**config.mk**
```make
export PLATFORM = sky130hd
export DESIGN_NAME = tt_result_uart_tx
export DESIGN_NICKNAME = d
export VERILOG_FILES = /design/src/rtl/tt_uart_pkg.sv /design/src/rtl/uart_bit_timer.sv /design/src/rtl/tt_result_uart_tx.sv
export SDC_FILE = /design/constraint.sdc
export NUM_CORES = 1
export LEC_CHECK = 0
export BUFFER_PORTS_ARGS = -buffer_cell sky130_fd_sc_hd__buf_4
export CORE_MARGIN = 10
export CORE_UTILIZATION = 59
export CTS_CLUSTER_SIZE = 40
export DETAILED_ROUTE_END_ITERATION = 10
export PLACE_DENSITY = 0.77
export SYNTH_ARGS = -nofsm -noshare
export SYNTH_HDL_FRONTEND = slang
export SYNTH_SLANG_ARGS = --single-unit
```
**constraint.sdc**
```tcl
create_clock -name clk -period 2.3 [get_ports clk]
set_input_delay 0.69 -clock clk [delete_from_list [all_inputs] [get_ports clk]]
set_output_delay 0.69 -clock clk [all_outputs]
set_load 0.01 [all_outputs]
```
**src/rtl/tt_uart_pkg.sv**
```systemverilog
// tt_uart_pkg: shared UART state encoding, data width and parity helper for tx and rx
package tt_uart_pkg;
  typedef enum logic [2:0] {IDLE, START, DATA, PARITY, STOP} uart_state_t;
  localparam int DATA_BITS = 8;
  function automatic logic even_parity(input logic [DATA_BITS-1:0] d);
    return ^d;
  endfunction
endpackage

```
**src/rtl/uart_bit_timer.sv**
```systemverilog
// uart_bit_timer: counts CLKS_PER_BIT cycles per serial bit and flags the last one
module uart_bit_timer #(
  parameter int CLKS_PER_BIT = 16
) (
  input  logic clk,
  input  logic rst_n,
  input  logic clear,
  output logic bit_done
);
  localparam int W = $clog2(CLKS_PER_BIT);
  logic [W-1:0] cnt;
  assign bit_done = cnt == W'(CLKS_PER_BIT - 1);
  always_ff @(posedge clk)
    if (!rst_n || clear) cnt <= '0;
    else cnt <= bit_done ? '0 : cnt + W'(1);
endmodule

```
**src/rtl/tt_result_uart_tx.sv**
```systemverilog
// tt_result_uart_tx: serialises result bytes as UART frames on a single idle-high pin
module tt_result_uart_tx
  import tt_uart_pkg::*;
#(
  parameter int CLKS_PER_BIT = 16,
  parameter int PARITY_EN    = 0,
  parameter int STOP_BITS    = 1
) (
  input  logic                 clk,
  input  logic                 rst_n,
  input  logic [DATA_BITS-1:0] in_data,
  input  logic                 in_valid,
  output logic                 in_ready,
  output logic                 tx,
  output logic                 busy
);
  if (CLKS_PER_BIT < 2 || (STOP_BITS != 1 && STOP_BITS != 2)) begin : g_bad_params
    $error("tt_result_uart_tx: CLKS_PER_BIT must be >=2 and STOP_BITS 1 or 2");
  end
  uart_state_t          state;
  logic [DATA_BITS-1:0] shreg;
  logic [2:0]           idx;
  logic                 par;
  logic                 stop_cnt;
  logic                 bit_done;
  // Timer is held at zero in IDLE so every bit starts a full period after acceptance
  uart_bit_timer #(.CLKS_PER_BIT(CLKS_PER_BIT)) u_timer (
    .clk      (clk),
    .rst_n    (rst_n),
    .clear    (state == IDLE),
    .bit_done (bit_done)
  );
  always_ff @(posedge clk)
    if (!rst_n) begin
      state    <= IDLE;
      tx       <= 1'b1;
      in_ready <= 1'b1;
      busy     <= 1'b0;
      shreg    <= '0;
      idx      <= '0;
      par      <= 1'b0;
      stop_cnt <= 1'b0;
    end else begin
      case (state)
        IDLE: if (in_valid && in_ready) begin
          state    <= START;
          tx       <= 1'b0;
          in_ready <= 1'b0;
          busy     <= 1'b1;
          shreg    <= in_data;
          par      <= even_parity(in_data);
        end
        START: if (bit_done) begin
          state <= DATA;
          tx    <= shreg[0];
          idx   <= '0;
        end
        DATA: if (bit_done) begin
          if (idx == 3'(DATA_BITS - 1)) begin
            state    <= PARITY_EN != 0 ? PARITY : STOP;
            tx       <= PARITY_EN != 0 ? par : 1'b1;
            stop_cnt <= 1'b0;
          end else begin
            idx   <= idx + 3'd1;
            shreg <= shreg >> 1;
            tx    <= shreg[1];
          end
        end
        PARITY: if (bit_done) begin
          state    <= STOP;
          tx       <= 1'b1;
          stop_cnt <= 1'b0;
        end
        STOP: if (bit_done) begin
          if (stop_cnt == 1'(STOP_BITS - 1)) begin
            state    <= IDLE;
            in_ready <= 1'b1;
            busy     <= 1'b0;
          end else stop_cnt <= 1'b1;
        end
        default: state <= IDLE;
      endcase
    end
endmodule

```
# [Word-level counts from Yosys, hierarchy flattened]
# Index checks and enable logic that the tools add are counted.
[totals] input_bits=11 regBits=22
[op_classes] eq_ne=14 reduce_logical=16 mux=35 addsub=2
[ops] op="3-bit two-way mux" n=10
[ops] op="8-bit two-way mux" n=3
[ops] op="8-bit case mux with 2 select lines" n=1
[ops] op="1-bit two-way mux" n=15
[ops] op="3-bit case mux with 5 select lines" n=1
[ops] op="4-bit AND reduction" n=3
[ops] op="5-bit AND reduction" n=2
[ops] op="2-bit by 1-bit inequality test with 1-bit output (second input constant)" n=4
[ops] op="2-bit inequality test (second input constant)" n=4
[ops] op="7-bit AND reduction" n=1
[ops] op="3-bit by 2-bit equality test with 1-bit output (second input constant)" n=2
[ops] op="3-bit equality test (second input constant)" n=2
[ops] op="3-bit case mux with 2 select lines" n=1
[ops] op="2-bit nonzero test" n=3
[ops] op="4-bit by 1-bit adder with 4-bit output (second input constant)" n=1
[ops] op="4-bit equality test (second input constant)" n=1
[ops] op="1-bit case mux with 2 select lines" n=2
[ops] op="1-bit case mux with 4 select lines" n=1
[ops] op="4-bit nonzero test" n=1
[ops] op="3-bit by 1-bit adder with 3-bit output (second input constant)" n=1
[ops] op="3-bit by 1-bit equality test with 1-bit output (second input constant)" n=1
[ops] op="3-bit logical NOT" n=1
[ops] op="1-bit case mux with 3 select lines" n=1
[ops] op="3-bit nonzero test" n=1
[ops] op="4 further kinds" n=4

# [Logic depth before layout (Yosys ltp)]
# Gate-level depths: netlist (run 1).
[logic_depth] depth_word=4 depth_mapped=5 mapped_depth_nobuf=5

# [Cells and area by module]
# From an unflattened synthesis (run 1), not the netlist that was laid out.
[unflattened] cells_unflattened=119 area_unflattened_um2=1139.8
[by_module_without_submodules] mod="tt_result_uart_tx" area_per_inst_um2=977.2 n_inst=1 cells_per_inst=104
[by_module_without_submodules] mod="uart_bit_timer" area_per_inst_um2=162.7 n_inst=1 cells_per_inst=15

# [Least setup slack after synthesis (run 1)]
# No wires, ideal clock.
[synth_path] kind="reg2reg" startpoint="reg idx[0]" endpoint="reg shreg[0]" t_arrival_ns=1.462 path_slack_ns=0.752 synth_period_minus_slack_ns=1.548 t_required_ns=2.214 setup_ns=0.086 stages_incl_launch_ff=6 path_cell_list="dfxtp_1 > ha_1 > ha_1 > nor3b_2 > a221oi_1 > a211oi_1"
[synth_between] elab_chain_cells=3
[synth_lines] item="start: declaration" line_no="tt_result_uart_tx.sv:22" text="logic [2:0] idx;"
[synth_lines] item="start signal: assignment" line_no="tt_result_uart_tx.sv:64" text="idx <= idx + 3'd1;"
[synth_lines] item="3-bit equality test" line_no="tt_result_uart_tx.sv:59" text="if (idx == 3'(DATA_BITS - 1)) begin"
[synth_lines] item="2-bit inequality test (no source line)"
[synth_lines] item="4-bit AND reduction (no source line)"
[synth_lines] item="end signal: assignment" line_no="tt_result_uart_tx.sv:50" text="shreg <= in_data;"
[synth_lines] item="end signal: assignment" line_no="tt_result_uart_tx.sv:65" text="shreg <= shreg >> 1;"
[synth_lines] item="end: declaration" line_no="tt_result_uart_tx.sv:21" text="logic [DATA_BITS-1:0] shreg;"
# No other way between the ends.
# A chain may end at the register's enable or synchronous reset.

# [Worst setup path in the final report (run 1)]
[layout_path] startpoint="reg idx[0]" endpoint="reg shreg[4]"
# Same word-level chain as after synthesis.

==> results.sh, run 1 <==
export IMPL_finClkSkew_ns=0.00678
export IMPL_hold_class="reg -> reg"
export IMPL_p_leak_uw=0.000506
export IMPL_reg2reg_depth=5
export IMPL_ctsHoldBuffers=0
export IMPL_io_buffers=13
export IMPL_clock_fmax_ghz=0.530
export IMPL_status="finished, final reports clean"
export IMPL_antennaDiodeCount=0
export IMPL_finalPower_uw=679
export IMPL_ys_types=36
export IMPL_rsz0062_at_grt="no"
export IMPL_grt_max_degree=15
export IMPL_worst_endpoint_arrival_ns=2.09
export IMPL_gr_total_overflow=0
export IMPL_grt_use_total_pct=11.2
export IMPL_first_global_vias=807
export IMPL_dr_pass1_iters=6
export IMPL_place_hpwl_mm=1.63
export IMPL_initial_utilization_pct=61.8
export IMPL_postCtsSetupBuffers=0
export IMPL_drive_gt1_share_pct=20.0
export IMPL_syn2layout_area_growth_pct=11.6
export IMPL_routedWlPerCell_um=15.2
export IMPL_drv_cap=0
export IMPL_avgViaCountPerCell=6.10
export IMPL_pin_count=14
export IMPL_ant_nets=0
export IMPL_crit_path_end="shreg[4]"
export IMPL_die_w_um=62.3
export IMPL_ys_top_cells_by_area="dfxtp_1 40%, mux2i_1 9.5%, a221oi_1 5.8%"
export IMPL_powerDensity_nw_per_um2=576
export IMPL_ys_ff_latch=21
export IMPL_root_buffer="clkbuf_4"
export IMPL_cts_sinks=21
export IMPL_cts_clk_slew_worst_paths_ns=0.12
export IMPL_rows=15
export IMPL_synth_most_common_cell="dfxtp_1"
export IMPL_multi_input_area_um2=582
export IMPL_gp_congestion=0.774
export IMPL_die_area_um2=3880
export IMPL_die_height_um=62.3
export IMPL_fin_setup_tns_ns=0
export IMPL_yosysTopAreaCell="dfxtp_1"
export IMPL_fin_cells=145
export IMPL_cts_tree="yes"
export IMPL_synth_top_cell_area_share_pct=39.9
export IMPL_core_um2=1710
export IMPL_vias=885
export IMPL_slew_headroom_pct=59.8
export IMPL_ys_seq_area_share_pct=39.9
export IMPL_clkLatencyLatePin_ns=0.31
export IMPL_fin_crit_ns=1.89
export IMPL_dr_first_iter_drc_count=21
export IMPL_grt_first_pass_wirelength_mm=3.72
export IMPL_max_vdd_ir_drop_mv=0.353
export IMPL_synth_area_um2=1050
export IMPL_regToRegStartpoint="idx[0]"
export IMPL_yosys_warnings=0
export IMPL_syn_num_nets=124
export IMPL_startpoint_type="flip-flop"
export IMPL_htreeDepth=1
export IMPL_setup_violations=0
export IMPL_nets=135
export IMPL_dp_cells=141
export IMPL_critPathLaunch="idx[0]"
export IMPL_synth_edf_count=0
export IMPL_fin_crit_sh_pct=82.0
export IMPL_register_area_um2=420
export IMPL_reg2reg_slack_ns=0.41
export IMPL_clock_path_buffers=2
export IMPL_slew_violations=0
export IMPL_cts_resized=0
export IMPL_synthCells=110
export IMPL_endpoint_kind="flip-flop"
export IMPL_drcViolationCount=0
export IMPL_synth_main_ff_cell="dfxtp_1"
export IMPL_timing_hold_ws_ns=0.465
export IMPL_hold_violations=0
export IMPL_required_ns=2.50
export IMPL_antenna_found_initial=0
export IMPL_synth_commonest_cells="21 x dfxtp_1, 10 x mux2i_1, 8 x a211oi_1, 8 x nand2_1"
export IMPL_post_place_ws_ns=0.433
export IMPL_cp_max_fo=9
export IMPL_cts_buffers_inserted=3
export IMPL_synth_avg_cell_area_um2=9.59
export IMPL_worst_pin_slew_ns=0.600
export IMPL_setup_slack_ns=0.414
export IMPL_ys_async_sr_fraction_pct=0
export IMPL_r2r_end="shreg[4]"
export IMPL_wirelength_mm=2.21
export IMPL_fillCellCount=147
export IMPL_criticalPathCategory="reg -> reg"
[flip-flops by register name, summed over array words and instances, names as in the netlist]
register / cells
busy: 1
u_timer.cnt: 4
idx: 3
tx: 1
in_ready: 1
shreg: 8
state: 3
[layout by cell type (no fill, tap or decap)]
| cell | instances |
|---|---|
| nand2_1 | 8 |
| o211ai_1 | 1 |
| or3b_2 | 1 |
| a22o_4 | 1 |
| o21ai_0 | 3 |
| a211oi_1 | 8 |
| nor4bb_1 | 1 |
| and3_1 | 1 |
| a211o_1 | 1 |
| o31ai_1 | 2 |
| clkinv_2 | 1 |
| and4b_4 | 1 |
| o221ai_1 | 1 |
| inv_1 | 3 |
| dfxtp_1 | 21 |
| nand4bb_1 | 1 |
| nand4_1 | 1 |
| nor2_1 | 7 |
| mux2i_1 | 10 |
| o22ai_1 | 1 |
| xor2_1 | 1 |
| a21oi_1 | 6 |
| a221oi_1 | 7 |
| buf_4 | 14 |
| nand3_1 | 3 |
| nor3b_2 | 1 |
| nor2b_1 | 1 |
| ha_1 | 3 |
| and4bb_2 | 1 |
| xnor2_1 | 1 |
| nand2b_1 | 2 |
| o21a_1 | 1 |
| o21ai_2 | 1 |
| clkbuf_4 | 3 |
| o2111ai_1 | 1 |
[power by group]
| part | internal [uW] | switching [uW] | total [uW] |
|---|---|---|---|
| registers | 385 | 19.1 | 404 |
| clock network | 64.9 | 114 | 179 |
| logic | 53.3 | 42.8 | 96.1 |
| total | 503 | 175 | 679 |
[cells by family after synthesis]
group                      count (synthesis)  synth area share (%)
AOI/OAI and AO/OA                         34                  24.2
and+or+nand+nor                           29                  16.3
DFF                                       21                  39.9
buffers and inverters                     11                  4.98
muxes                                     10                  9.49
adders and majority gates                  3                  3.56
xor gates and xnor gates                   2                  1.66
[layer usage]
layer	vias up	global-route usage (%)	part of all wire (%)
met1	422	14.2	48
met5	-	0	0
li1	438	-	-
met3	6	2.51	3.3
met4	0	5.03	2.0
met2	19	17.6	47
[metrics by stage]
step | utilization (%) | area [um2]
3_5_place_dp | 67.3 | 1150
2_1_floorplan | - | 1050
6_report | 68.9 | 1180
5_1_grt | 68.9 | 1180
3_3_place_gp | 67.3 | 1150
4_1_cts | 68.9 | 1180
[worst min-delay path by stage]
stage / startpoint / end / slack (ns) / cells after the start
final: u_timer.cnt[0] / u_timer.cnt[0] / 0.47 / 1
after global routing: shreg[7] / shreg[7] / 0.49 / 2
after CTS: u_timer.cnt[0] / u_timer.cnt[0] / 0.47 / 1
after detailed placement: u_timer.cnt[0] / u_timer.cnt[0] / 0.45 / 1
after global placement: u_timer.cnt[0] / u_timer.cnt[0] / 0.43 / 1
after floorplan: u_timer.cnt[0] / u_timer.cnt[0] / 0.42 / 1
[layout make-up]
type / count / area share, %
sequential: 21 / 35.7
clock inverter: 1 / 0.425
clock buffer: 3 / 1.91
tap: 25 / 2.66
inverter: 3 / 0.956
multi-input combinational: 78 / 49.4
timing repair buffer: 14 / 8.93
[critical path, stage by stage (launching register included)]
cell and delay [ns]:
dfxtp_1 0.35, ha_1 0.20, ha_1 0.24, nor3b_2 0.53, a221oi_1 0.16, a211oi_1 0.31
Power figures use the tool's default switching activity.
==> run 2: changes to the inputs <==
- CORE_UTILIZATION: 59 -> 50
- PLACE_DENSITY: 0.77 -> 0.69
- clock period: 2.3 -> 1.54 ns (I/O delays scaled with it)
==> run 2 against run 1 <==
Net effect:
- first-iteration DRC count increased by 29%
- sequential cell count did not move
- final area up 6.8%
- hold slack worse by 0.055 ns
- global-route usage fell by 0.68 points
- non-clock buffer count rose by 4
- largest power group unchanged
- count of clock-buffer cells in the layout rose by 1
- critical endpoint is now shreg[6]
- clock skew shrank 0.0056 ns
- sequential share of layout area fell by 2.1 points
- register-to-register slack lost 0.34 ns
==> results.sh, run 2 (same netlist as run 1, synthesis figures left out) <==
export IMPL_regToRegStartpoint="idx[0]"
export IMPL_setup_violations=0
export IMPL_clock_fmax_ghz=0.684
export IMPL_final_cell_mix="19 x dfxtp_1, 16 x buf_4, 10 x mux2i_1, 8 x nand2_1"
export IMPL_required_ns=1.76
export IMPL_register_area_um2=423
export IMPL_p_clk_share_pct=25.6
export IMPL_cp_max_fo=5
export IMPL_drive_gt1_share_pct=26.6
export IMPL_dr_first_iter_drc_count=27
export IMPL_gp_congestion=0.815
export IMPL_clkLatencyLatePin_ns=0.30
export IMPL_worst_endpoint_arrival_ns=1.68
export IMPL_timing_hold_ws_ns=0.411
export IMPL_fin_crit_ns=1.46
export IMPL_grt_first_pass_wirelength_mm=3.75
export IMPL_hold_path_startpoint="rst_n"
export IMPL_endpoint_kind="flip-flop"
export IMPL_startpoint_type="flip-flop"
export IMPL_top_regs="shreg (8), u_timer.cnt (4)"
export IMPL_reg2reg_slack_ns=0.08
export IMPL_reg2reg_depth=6
export IMPL_antennaDiodeCount=0
export IMPL_cts_sinks=21
export IMPL_htreeDepth=1
export IMPL_syn2layout_area_growth_pct=19.2
export IMPL_status="finished, final reports clean"
export IMPL_seq_power_share_pct=58.8
export IMPL_hold_violations=0
export IMPL_crit_chain="ha_4 -> ha_4 -> nor3b_4 -> buf_6 -> a221oi_1 -> a211oi_1"
export IMPL_clock_path_buffers=2
export IMPL_fin_crit_sh_pct=94.9
export IMPL_first_global_vias=838
export IMPL_slew_violations=0
export IMPL_largest_register_ffs=8
export IMPL_criticalPathCategory="reg -> reg"
export IMPL_multi_input_area_um2=621
export IMPL_cts_tree="yes"
export IMPL_power_switching_uw=256
export IMPL_placed_area_um2=1180
export IMPL_die_w_um=65.9
export IMPL_switching_share_pct=25.2
export IMPL_powerDensity_nw_per_um2=807
export IMPL_nets=139
export IMPL_p_leak_uw=0.000522
export IMPL_place_hpwl_mm=1.68
export IMPL_die_height_um=65.9
export IMPL_hold_class="in -> reg"
export IMPL_grt_max_degree=15
export IMPL_final_common_cell="dfxtp_1"
export IMPL_fillCellCount=160
export IMPL_die_area_um2=4350
export IMPL_worst_path_buf_inv=1
export IMPL_grt_use_total_pct=10.5
export IMPL_max_vdd_ir_drop_mv=0.606
export IMPL_antenna_found_initial=0
export IMPL_initial_utilization_pct=53.2
export IMPL_hold_end="in_ready"
export IMPL_drv_cap=0
export IMPL_rows=16
export IMPL_drcViolationCount=0
export IMPL_r2r_end="shreg[6]"
export IMPL_internal_power_uw=759
export IMPL_cpPeakStageDelay_ns=0.36
export IMPL_slew_headroom_pct=70.0
export IMPL_routedWlPerCell_um=16.2
export IMPL_final_area_um2=1260
export IMPL_avgViaCountPerCell=5.93
export IMPL_top_register="shreg"
export IMPL_ant_nets=0
export IMPL_path_delay_family="flip-flops"
export IMPL_core_um2=1980
export IMPL_path_common_cell="ha_4"
export IMPL_hold_depth=2
export IMPL_slowest_stage="dfxtp_2"
export IMPL_cts_buffers_inserted=3
export IMPL_worst_pin_slew_ns=0.450
export IMPL_post_place_ws_ns=0.00101
export IMPL_cts_clk_slew_worst_paths_ns=0.11
export IMPL_setup_slack_ns=0.0780
export IMPL_gr_total_overflow=0
export IMPL_wirelength_mm=2.44
export IMPL_dr_pass1_iters=4
export IMPL_io_buffers=13
export IMPL_vias=896
export IMPL_ctsHoldBuffers=0
export IMPL_finClkSkew_ns=0.00120
export IMPL_pwr_share_comb_pct=15.6
export IMPL_root_buffer="clkbuf_4"
export IMPL_fin_setup_tns_ns=0
export IMPL_pin_count=14
run 2: changes by cell type in the layout (fill, tap and decap cells not counted), sizes merged:
cell,before,now
clkbuf,3,4
clkinv,1,0
buf,14,18
run 2: worst max path at each step:
stage,start,slack (ns),to,cells after the start
5_1_grt,idx[1],-0.005,shreg[1],6
4_1_cts,state[1],0.006,shreg[3],3
6_report,idx[0],0.08,shreg[6],6
3_5_place_dp,idx[0],0.001,shreg[4],6
3_3_place_gp,in_valid,0.04,shreg[3],5
2_1_floorplan,idx[0],0.08,shreg[0],5
run 2: area by class of cell:
cell class / instances / area share, %
clock buffers: 4 / 2.09
inverters: 3 / 0.896
multi-input cells: 78 / 49.4
flip-flops and latches: 21 / 33.6
well taps: 27 / 2.69
repair buffers: 18 / 11.3
run 2: metrics by stage:
stage | cells | total power (uW) | util, %
6_report | 151 | 1010 | 63.4
5_1_grt | 151 | 1060 | 63.4
4_1_cts | 150 | 1020 | 61.2
3_5_place_dp | 146 | 764 | 59.6
3_3_place_gp | 146 | 762 | 59.6
2_1_floorplan | 110 | 705 | -
run 2: power by group through the flow:
stage                     logic [uW]  registers (uW)  clock network [uW]
after global routing             174             602                 282
after CTS                        158             597                 263
after detailed placement         155             609                   0
after floorplan                 97.1             608                   0
after global placement           153             609                   0
final                            159             597                 259
run 2: timing repair:
action / CTS / global route
setup endpoints to repair: 2 / 11
endpoints found under the hold margin: 0 / 0
gates cloned: 0 / 1
buffers inserted: 0 / 0
resized for setup: 1 / 10
pin swaps: 2 / 5
run 2: per-layer routing:
layer	wire length (um)	part of all wire (%)	global-route usage, %
met1	1130	46	13.5
met3	112	4.6	2.88
met2	1160	47	15.9
met4	40	1.6	4.71
met5	0	0	0
